==> src/rtl/ps2_pkg.sv <==
// Shared definitions for the PS/2 host-side blocks: FSM encoding, frame
// geometry, keyboard command bytes and the device response codes.
package ps2_pkg;

    typedef enum logic [2:0] {
        ST_IDLE,
        ST_INHIBIT,
        ST_REQ,
        ST_SEND,
        ST_ACK,
        ST_WAIT_IDLE,
        ST_DONE
    } ps2_state_e;

    // Bits shifted after the start bit: 8 data, odd parity, stop.
    localparam int unsigned FRAME_LEN = 10;

    // Host-to-keyboard command bytes.
    localparam logic [7:0] CMD_SET_LED   = 8'hED;
    localparam logic [7:0] CMD_TYPEMATIC = 8'hF3;
    localparam logic [7:0] CMD_ENABLE    = 8'hF4;
    localparam logic [7:0] CMD_RESET     = 8'hFF;

    // Keyboard responses, decoded by software from the receive path.
    localparam logic [7:0] RSP_ACK       = 8'hFA;
    localparam logic [7:0] RSP_RESEND    = 8'hFE;

    // Transmit frame, LSB first: data[7:0], odd parity, stop.
    function automatic logic [FRAME_LEN-1:0] build_frame(input logic [7:0] data);
        return {1'b1, ~^data, data};
    endfunction

endpackage

==> src/rtl/ps2_line_filter.sv <==
// Conditions one asynchronous PS/2 pin: 2-flop synchroniser, deglitch that
// only follows a new level after FILTER_LEN equal samples, and a one-cycle
// pulse on each filtered 1->0 transition.
module ps2_line_filter #(
    parameter int unsigned FILTER_LEN = 8
) (
    input  logic clock50,
    input  logic reset_n,
    input  logic pin_in,
    output logic level,
    output logic fall
);

    localparam int unsigned CW = $clog2(FILTER_LEN + 1);
    localparam logic [CW-1:0] CNT_LAST = CW'(FILTER_LEN - 1);

    logic [1:0]    sync_q, sync_d;
    logic          level_q, level_d;
    logic          fall_q, fall_d;
    logic [CW-1:0] cnt_q, cnt_d;

    // Next-state: count consecutive samples disagreeing with the held level.
    always_comb begin
        sync_d  = {sync_q[0], pin_in};
        level_d = level_q;
        cnt_d   = '0;
        if (sync_q[1] != level_q) begin
            if (cnt_q == CNT_LAST) begin
                level_d = sync_q[1];
            end else begin
                cnt_d = cnt_q + 1'b1;
            end
        end
        fall_d = level_q & ~level_d;
    end

    // State registers; idle bus level is high, so reset to 1.
    always_ff @(posedge clock50 or negedge reset_n) begin
        if (!reset_n) begin
            sync_q  <= '1;
            level_q <= 1'b1;
            fall_q  <= 1'b0;
            cnt_q   <= '0;
        end else begin
            sync_q  <= sync_d;
            level_q <= level_d;
            fall_q  <= fall_d;
            cnt_q   <= cnt_d;
        end
    end

    assign level = level_q;
    assign fall  = fall_q;

endmodule

==> src/rtl/ps2_host_tx.sv <==
// PS/2 host-to-device transmitter: inhibits the clock, issues the start
// request, shifts one command byte on device clock falls and checks the
// device ACK, with a watchdog against a silent device.
module ps2_host_tx
    import ps2_pkg::*;
#(
    parameter int unsigned INHIBIT_CYC = 5000,
    parameter int unsigned TIMEOUT_CYC = 750000,
    parameter int unsigned FILTER_LEN  = 8
) (
    input  logic       clock50,
    input  logic       reset_n,
    input  logic [7:0] tx_data,
    input  logic       tx_start,
    output logic       tx_busy,
    output logic       tx_done,
    output logic       tx_error,
    input  logic       ps2_clk_in,
    input  logic       ps2_dat_in,
    output logic       ps2_clk_oe,
    output logic       ps2_dat_oe
);

    localparam int unsigned CNT_MAX = (INHIBIT_CYC > TIMEOUT_CYC) ? INHIBIT_CYC : TIMEOUT_CYC;
    localparam int unsigned CW      = $clog2(CNT_MAX + 1);
    localparam int unsigned IW      = $clog2(FRAME_LEN);

    localparam logic [CW-1:0] INHIBIT_LAST = CW'(INHIBIT_CYC - 1);
    localparam logic [CW-1:0] TIMEOUT_V    = CW'(TIMEOUT_CYC);
    localparam logic [IW-1:0] IDX_LAST     = IW'(FRAME_LEN - 1);

    ps2_state_e           state_q, state_d;
    logic [FRAME_LEN-1:0] frame_q, frame_d;
    logic [IW-1:0]        idx_q, idx_d;
    logic [CW-1:0]        cnt_q, cnt_d;
    logic                 err_q, err_d;
    logic                 busy_q, busy_d;
    logic                 done_q, done_d;
    logic                 error_q, error_d;
    logic                 clk_oe_q, clk_oe_d;
    logic                 dat_oe_q, dat_oe_d;

    logic clk_level, clk_fall, dat_level;

    ps2_line_filter #(.FILTER_LEN(FILTER_LEN)) u_clk_filter (
        .clock50 (clock50),
        .reset_n (reset_n),
        .pin_in  (ps2_clk_in),
        .level   (clk_level),
        .fall    (clk_fall)
    );

    ps2_line_filter #(.FILTER_LEN(FILTER_LEN)) u_dat_filter (
        .clock50 (clock50),
        .reset_n (reset_n),
        .pin_in  (ps2_dat_in),
        .level   (dat_level),
        .fall    ()
    );

    // Next-state and output logic for the transfer sequencer.
    always_comb begin
        state_d  = state_q;
        frame_d  = frame_q;
        idx_d    = idx_q;
        cnt_d    = cnt_q;
        err_d    = err_q;
        busy_d   = busy_q;
        done_d   = 1'b0;
        error_d  = 1'b0;
        clk_oe_d = clk_oe_q;
        dat_oe_d = dat_oe_q;

        case (state_q)
            ST_IDLE: begin
                clk_oe_d = 1'b0;
                dat_oe_d = 1'b0;
                if (tx_start) begin
                    frame_d  = build_frame(tx_data);
                    busy_d   = 1'b1;
                    err_d    = 1'b0;
                    cnt_d    = '0;
                    clk_oe_d = 1'b1;
                    state_d  = ST_INHIBIT;
                end
            end

            ST_INHIBIT: begin
                if (cnt_q == INHIBIT_LAST) begin
                    cnt_d    = '0;
                    dat_oe_d = 1'b1;
                    state_d  = ST_REQ;
                end else begin
                    cnt_d = cnt_q + 1'b1;
                end
            end

            ST_REQ: begin
                clk_oe_d = 1'b0;
                idx_d    = '0;
                cnt_d    = '0;
                state_d  = ST_SEND;
            end

            ST_SEND, ST_ACK, ST_WAIT_IDLE: begin
                // Watchdog: restarts on each device clock fall, saturates at the limit.
                if (clk_fall) begin
                    cnt_d = '0;
                end else if (cnt_q != TIMEOUT_V) begin
                    cnt_d = cnt_q + 1'b1;
                end

                if (!clk_fall && cnt_q == TIMEOUT_V) begin
                    clk_oe_d = 1'b0;
                    dat_oe_d = 1'b0;
                    err_d    = 1'b1;
                    done_d   = 1'b1;
                    error_d  = 1'b1;
                    state_d  = ST_DONE;
                end else begin
                    case (state_q)
                        ST_SEND: begin
                            if (clk_fall) begin
                                dat_oe_d = ~frame_q[idx_q];
                                idx_d    = idx_q + 1'b1;
                                if (idx_q == IDX_LAST) begin
                                    state_d = ST_ACK;
                                end
                            end
                        end
                        ST_ACK: begin
                            if (clk_fall) begin
                                err_d   = dat_level;
                                state_d = ST_WAIT_IDLE;
                            end
                        end
                        default: begin
                            if (clk_level && dat_level) begin
                                done_d  = 1'b1;
                                error_d = err_q;
                                state_d = ST_DONE;
                            end
                        end
                    endcase
                end
            end

            ST_DONE: begin
                busy_d  = 1'b0;
                cnt_d   = '0;
                idx_d   = '0;
                state_d = ST_IDLE;
            end

            default: begin
                clk_oe_d = 1'b0;
                dat_oe_d = 1'b0;
                busy_d   = 1'b0;
                state_d  = ST_IDLE;
            end
        endcase
    end

    // State and output registers; reset releases both lines at once.
    always_ff @(posedge clock50 or negedge reset_n) begin
        if (!reset_n) begin
            state_q  <= ST_IDLE;
            frame_q  <= '0;
            idx_q    <= '0;
            cnt_q    <= '0;
            err_q    <= 1'b0;
            busy_q   <= 1'b0;
            done_q   <= 1'b0;
            error_q  <= 1'b0;
            clk_oe_q <= 1'b0;
            dat_oe_q <= 1'b0;
        end else begin
            state_q  <= state_d;
            frame_q  <= frame_d;
            idx_q    <= idx_d;
            cnt_q    <= cnt_d;
            err_q    <= err_d;
            busy_q   <= busy_d;
            done_q   <= done_d;
            error_q  <= error_d;
            clk_oe_q <= clk_oe_d;
            dat_oe_q <= dat_oe_d;
        end
    end

    assign tx_busy    = busy_q;
    assign tx_done    = done_q;
    assign tx_error   = error_q;
    assign ps2_clk_oe = clk_oe_q;
    assign ps2_dat_oe = dat_oe_q;

endmodule

==> config.mk <==
export PLATFORM = sky130hd
export DESIGN_NAME = ps2_host_tx
export DESIGN_NICKNAME = d
export VERILOG_FILES = /design/src/rtl/ps2_pkg.sv /design/src/rtl/ps2_line_filter.sv /design/src/rtl/ps2_host_tx.sv
export SDC_FILE = /design/constraint.sdc
export NUM_CORES = 1
export LEC_CHECK = 0
export ABC_AREA = 1
export BUFFER_PORTS_ARGS = -buffer_cell sky130_fd_sc_hd__buf_2
export CORE_UTILIZATION = 55
export CTS_CLUSTER_DIAMETER = 120
export DETAILED_ROUTE_END_ITERATION = 10
export HOLD_SLACK_MARGIN = 0.02
export PLACE_DENSITY_LB_ADDON = 0.12
export SETUP_SLACK_MARGIN = 0.02
export SYNTH_ARGS = -nofsm -noshare
export SYNTH_HDL_FRONTEND = slang
export SYNTH_SLANG_ARGS = --single-unit
==> constraint.sdc <==
create_clock -name clock50 -period 3.7 [get_ports clock50]
set_input_delay 0.555 -clock clock50 [delete_from_list [all_inputs] [get_ports clock50]]
set_output_delay 0.555 -clock clock50 [all_outputs]
set_load 0.1 [all_outputs]
# --- Yosys cells after proc, flatten, opt, wreduce, memory -nomap -nowiden ---
# Index checks and enable logic that the tools add are counted.
op_classes:
  n_addsub: 4
  magnitude_cmp: 1
  eq_ne: 28
  n_mux: 49
  bitwise_logic: 6
  n_reduce_logical: 22
op_table:
  columns: ["operator", "n"]
  rows:
  - ["20-bit 2-to-1 mux", 4]
  - ["20-bit one-hot mux with 4 select lines", 1]
  - ["4-bit 2-to-1 mux", 7]
  - ["1-bit 2-to-1 mux", 22]
  - ["3-bit 2-to-1 mux", 7]
  - ["20-bit by 1-bit adder with 20-bit output (second input constant)", 1]
  - ["20-bit by 13-bit == test with 1-bit output (second input constant)", 1]
  - ["20-bit == test (second input constant)", 1]
  - ["20-bit != test (second input constant)", 1]
  - ["4-bit by 1-bit adder with 4-bit output (second input constant)", 3]
  - ["3-bit one-hot mux with 4 select lines", 1]
  - ["4-bit AND reduction", 3]
  - ["2-bit != test (second input constant)", 5]
  - ["3-bit == test (second input constant)", 3]
  - ["4-bit by 3-bit == test with 1-bit output (second input constant)", 2]
  - ["4-bit by 3-bit != test with 1-bit output (second input constant)", 2]
  - ["4-bit one-hot mux with 2 select lines", 1]
  - ["2-bit AND reduction", 4]
  - ["8-bit XNOR reduction", 1]
  - ["3-bit by 2-bit == test with 1-bit output (second input constant)", 2]
  - ["3-bit by 2-bit != test with 1-bit output (second input constant)", 2]
  - ["3-bit != test (second input constant)", 2]
  - ["1-bit one-hot mux with 3 select lines", 2]
  - ["3-bit one-hot mux with 2 select lines", 1]
  - ["21 further kinds", 31]
totals:
  ff_bits: 58
  in_bits: 13
  out_inout_bits: 5

# --- Depth between registers and ports, before layout ---
depth:
  word_depth: 7
  depth_mapped: 12

# --- Modules after synthesis ---
# Synthesis repeated with hierarchy kept, for this count alone.
hier_totals:
  cells_unflattened: 469
  hier_area_um2: 3553.4
modules_own_cells:
  columns: ["mod", "n_inst", "cells_per_inst", "area_each_um2", "seq_area_each_um2"]
  rows:
  - ["ps2_host_tx", 1, 407, 2885.3, 1076.0]
  - ["ps2_line_filter", 2, 31, 334.1, 203.9]

# --- Least setup slack after synthesis ---
# No wires, ideal clock.
synth_path:
  kind: "reg-to-reg"
  start: "register cnt_q[0]"
  end: "register cnt_q[16]"
  setup_time_ns: 0.117
  t_arrival_ns: 1.537
  path_slack_ns: 2.047
  stages_incl_launch_ff: 13
  synth_period_minus_slack_ns: 1.653
  cell_sequence: "dfrtp_1 -> inv_1 -> ha_1 -> nand2_1 -> nor3_1 -> nand3_1 -> nor2_4 -> nand2_4 -> nand2_4 -> inv_6 -> buf_12 -> nand3_2 -> nand2_1"
synth_via:
  elab_chain_cells: 4
  word_cells_on_any_way: 9
synth_rtl:
  columns: ["item", "line_no", "rtl"]
  rows:
  - ["start: declaration", "ps2_host_tx.sv:35", "logic [CW-1:0] cnt_q, cnt_d;"]
  - ["start signal: assignment", "ps2_host_tx.sv:181", "cnt_q <= cnt_d;"]
  - ["20-bit by 1-bit adder with 20-bit output", "ps2_host_tx.sv:94, ps2_host_tx.sv:110", null]
  - ["20-bit 2-to-1 mux", "ps2_host_tx.sv:109", "end else if (cnt_q != TIMEOUT_V) begin"]
  - ["20-bit 2-to-1 mux", "ps2_host_tx.sv:107", "if (clk_fall) begin"]
  - ["20-bit one-hot mux with 4 select lines", "ps2_host_tx.sv:74", "case (state_q)"]
# Several ways; a longest one is shown, not always the timed one. The select of a mux whose other input is x is not followed.
# A chain may end at the register's enable or synchronous reset.

# --- Worst setup path after layout ---
layout_path:
  start: "register cnt_q[0]"
  end: "register cnt_q[4]"
# The elaborated chain is that of the path after synthesis.

==> impl_metrics.env <==
export IMPL_status="finished clean"
export IMPL_synth_area_per_cell_um2=7.39
export IMPL_cp_common_cell="nand2_4"
export IMPL_initial_core_util_pct=58.3
export IMPL_core_area_mm2=0.00603
export IMPL_cts_setup_buffers=0
export IMPL_ant_nets=0
export IMPL_grt_pass1_wl_um=12800
export IMPL_final_common_cell="nand2_1"
export IMPL_final_cell_area_mm2=0.00384
export IMPL_worstSkewPairLatency_ns=0.34
export IMPL_grt_start_max_net_pins=34
export IMPL_io_pins=18
export IMPL_wl_met1_um=3580
export IMPL_die_height_um=81.9
export IMPL_cellPowerDensity_mw_per_mm2=648
export IMPL_drtIter0Drc=209
export IMPL_cts_tree="built"
export IMPL_synthCells=475
export IMPL_finalHoldViolations=0
export IMPL_final_cell_mix="141 x nand2_1, 57 x inv_1, 55 x nand3_1, 52 x dfrtp_1, 51 x nor2_1"
export IMPL_crit_arrival_ns=2.18
export IMPL_wl_met2_um=3550
export IMPL_cts_max_level=3
export IMPL_ys_types=36
export IMPL_hold_class="input pin to async pin"
export IMPL_wl_um=7550
export IMPL_placementRows=28
export IMPL_endpoint_kind="register"
export IMPL_rsz0062_at_grt="false"
export IMPL_route_met3_wl_um=314
export IMPL_diodes=0
export IMPL_drv_slew=0
export IMPL_cts_repair_resized=0
export IMPL_antenna_found_initial=0
export IMPL_ys_ff_latch=58
export IMPL_drc=0
export IMPL_worst_setup_path_type="register to register"
export IMPL_max_cap_violations=0
export IMPL_vias=3119
export IMPL_portBuffers=17
export IMPL_finalSetupViolCount=0
export IMPL_hpwlAfterDp_um=5430
export IMPL_fin_crit_ns=1.96
export IMPL_nFillCells=561
export IMPL_cts_sinks=58
export IMPL_hold_buffers=0
export IMPL_routedWlPerCell_um=13.1
export IMPL_die_w_um=81.9
export IMPL_vias_per_cell=5.41
export IMPL_dieArea_mm2=0.00671
export IMPL_crit_fanout=16
export IMPL_synth_area_mm2=0.00351
export IMPL_synth_seq_area_share_pct=41.6
export IMPL_worst_pin_slew_ns=0.760
export IMPL_synth_net_count=494
export IMPL_crit_chain="inv_1, ha_1, nand2_1, nor3_1, nand3_1, nor2_4, nand2_4, nand2_4, inv_6, o21ai_0, o21ai_2"
export IMPL_cp_data_required_time_ns=3.91
export IMPL_final_nets=516
export IMPL_leakage_nw=1.91
export IMPL_cts_buffer_depth=2
export IMPL_highest_layer="met4"
export IMPL_synthTopCellsByArea="dfrtp_1 37%, nand2_1 15%, nand3_1 7.8%"
export IMPL_cts_buffers=9
export IMPL_place_ws_ns=1.73
export IMPL_min_period_over_period_pct=53.1
export IMPL_grt_pass1_vias=2883
export IMPL_critical_path_startpoint="cnt_q[0]$_DFFE_PN0P_"
export IMPL_cts_root_buf="clkbuf_8"
export IMPL_irDropWorstVdd_mv=0.624
export IMPL_worst_path_largest_cell_delay_ns=0.40
export IMPL_grtUsageTotal_pct=25.5
export IMPL_rr_startpoint="cnt_q[0]$_DFFE_PN0P_"
export IMPL_max_slew_margin_pct=49.3
export IMPL_synth_top_area_share_pct=37.1
export IMPL_place_area_mm2=0.00365
export IMPL_syn_to_final_growth_pct=9.44
export IMPL_tns_ns=0
export IMPL_whs_ns=0.277
export IMPL_synth_top_area_cell="dfrtp_1"
export IMPL_fmax_ghz=0.509
export IMPL_place_congestion=0.867
export IMPL_dr_pass1_iters=5
export IMPL_clock_skew_ns=0.0118
export IMPL_cp_slowest_cell="dfrtp_1"
export IMPL_cp_start_kind="register"
export IMPL_cts_clk_slew_worst_paths_ns=0.07
export IMPL_fin_ws_ns=1.74
export IMPL_yosys_warnings=0
export IMPL_gr_total_overflow=0
export IMPL_drive_gt1_share_pct=12.2
==> final cells by class <==
class	count	area (um2)	area share (%)
clock buffer	11	141	3.68
clock inverter	5	55.1	1.43
inverter	61	236	6.15
multi-input combinational	349	1760	45.9
sequential	58	1460	38.0
tap	75	93.8	2.44
timing repair buffer	18	92.6	2.41
==> kinds of logic after synthesis <==
family	count (synthesis)	synth area share, %
AND/OR/NAND/NOR	279	35.2
buffers and inverters	68	8.20
flip-flops	58	41.6
AO/OA/AOI/OAI	40	6.63
XOR/XNOR	20	4.99
adder cells (fa/ha/maj)	6	2.14
multiplexers	4	1.28
==> path summary, 6_finish.rpt <==
check                      depth (start not counted)  slack, ns                                to
max                                               11       1.74              cnt_q[4]$_DFFE_PN0P_
min                                                1       0.28             cnt_q[13]$_DFFE_PN0P_
max reg2reg                                       11       1.74              cnt_q[4]$_DFFE_PN0P_
min reg2reg                                        0       0.36  u_clk_filter.sync_q[1]$_DFF_PN1_
max in group asynchronous                          2       2.55  u_dat_filter.sync_q[1]$_DFF_PN1_
min in group clock50                               1       0.32  u_dat_filter.sync_q[0]$_DFF_PN1_
==> routing by layer <==
metal	vias up	GRT usage, %
li1	1563	-
met1	1468	33.2
met2	75	42.1
met3	13	5.78
met4	0	7.72
met5	-	0
==> synthesized netlist by cell type, drive strengths merged <==
master / number
nand2: 143
inv: 61
nand3: 58
nor2: 55
dfrtp: 52
o21ai: 24
a21oi: 11
nand4: 11
xor2: 11
nor3: 9
xnor2: 9
dfstp: 6
ha: 6
buf: 4
mux2: 4
clkbuf: 3
o31ai: 2
a21boi: 1
and2: 1
nand3b: 1
o21a: 1
o22ai: 1
or2: 1
==> critical path: cells and delay by family (launching register included) <==
kind	cells	cell delay, ns
AND/OR/NAND/NOR	6	0.82
flip-flops	1	0.40
buffers and inverters	2	0.25
adder cells (fa/ha/maj)	1	0.19
AO/OA/AOI/OAI	2	0.19
==> state kept, by name (all words and copies together) (netlist names) <==
register,count
u_clk_filter.fall,1
ps2_dat_oe,1
tx_done,1
u_dat_filter.level,1
cnt_q,20
idx_q,4
frame_q,10
ps2_clk_oe,1
tx_error,1
u_dat_filter.sync_q,2
u_clk_filter.level,1
state_q,3
tx_busy,1
err_q,1
u_clk_filter.cnt_q,4
u_dat_filter.cnt_q,4
u_clk_filter.sync_q,2
==> power breakdown <==
part	internal (mW)	switching, mW
Sequential	0.792	0.139
Combinational	0.286	0.692
Clock	0.327	0.253
Total	1.40	1.08
==> through the flow <==
step           power, mW  utilization, %  std cells
2_1_floorplan       1.72               -        475
3_3_place_gp        1.89            60.5        561
3_5_place_dp        1.92            60.5        561
4_1_cts             2.50            63.8        577
5_1_grt             2.69            63.8        577
6_report            2.49            63.8        577
No activity file was read; power rests on OpenSTA's default activity.
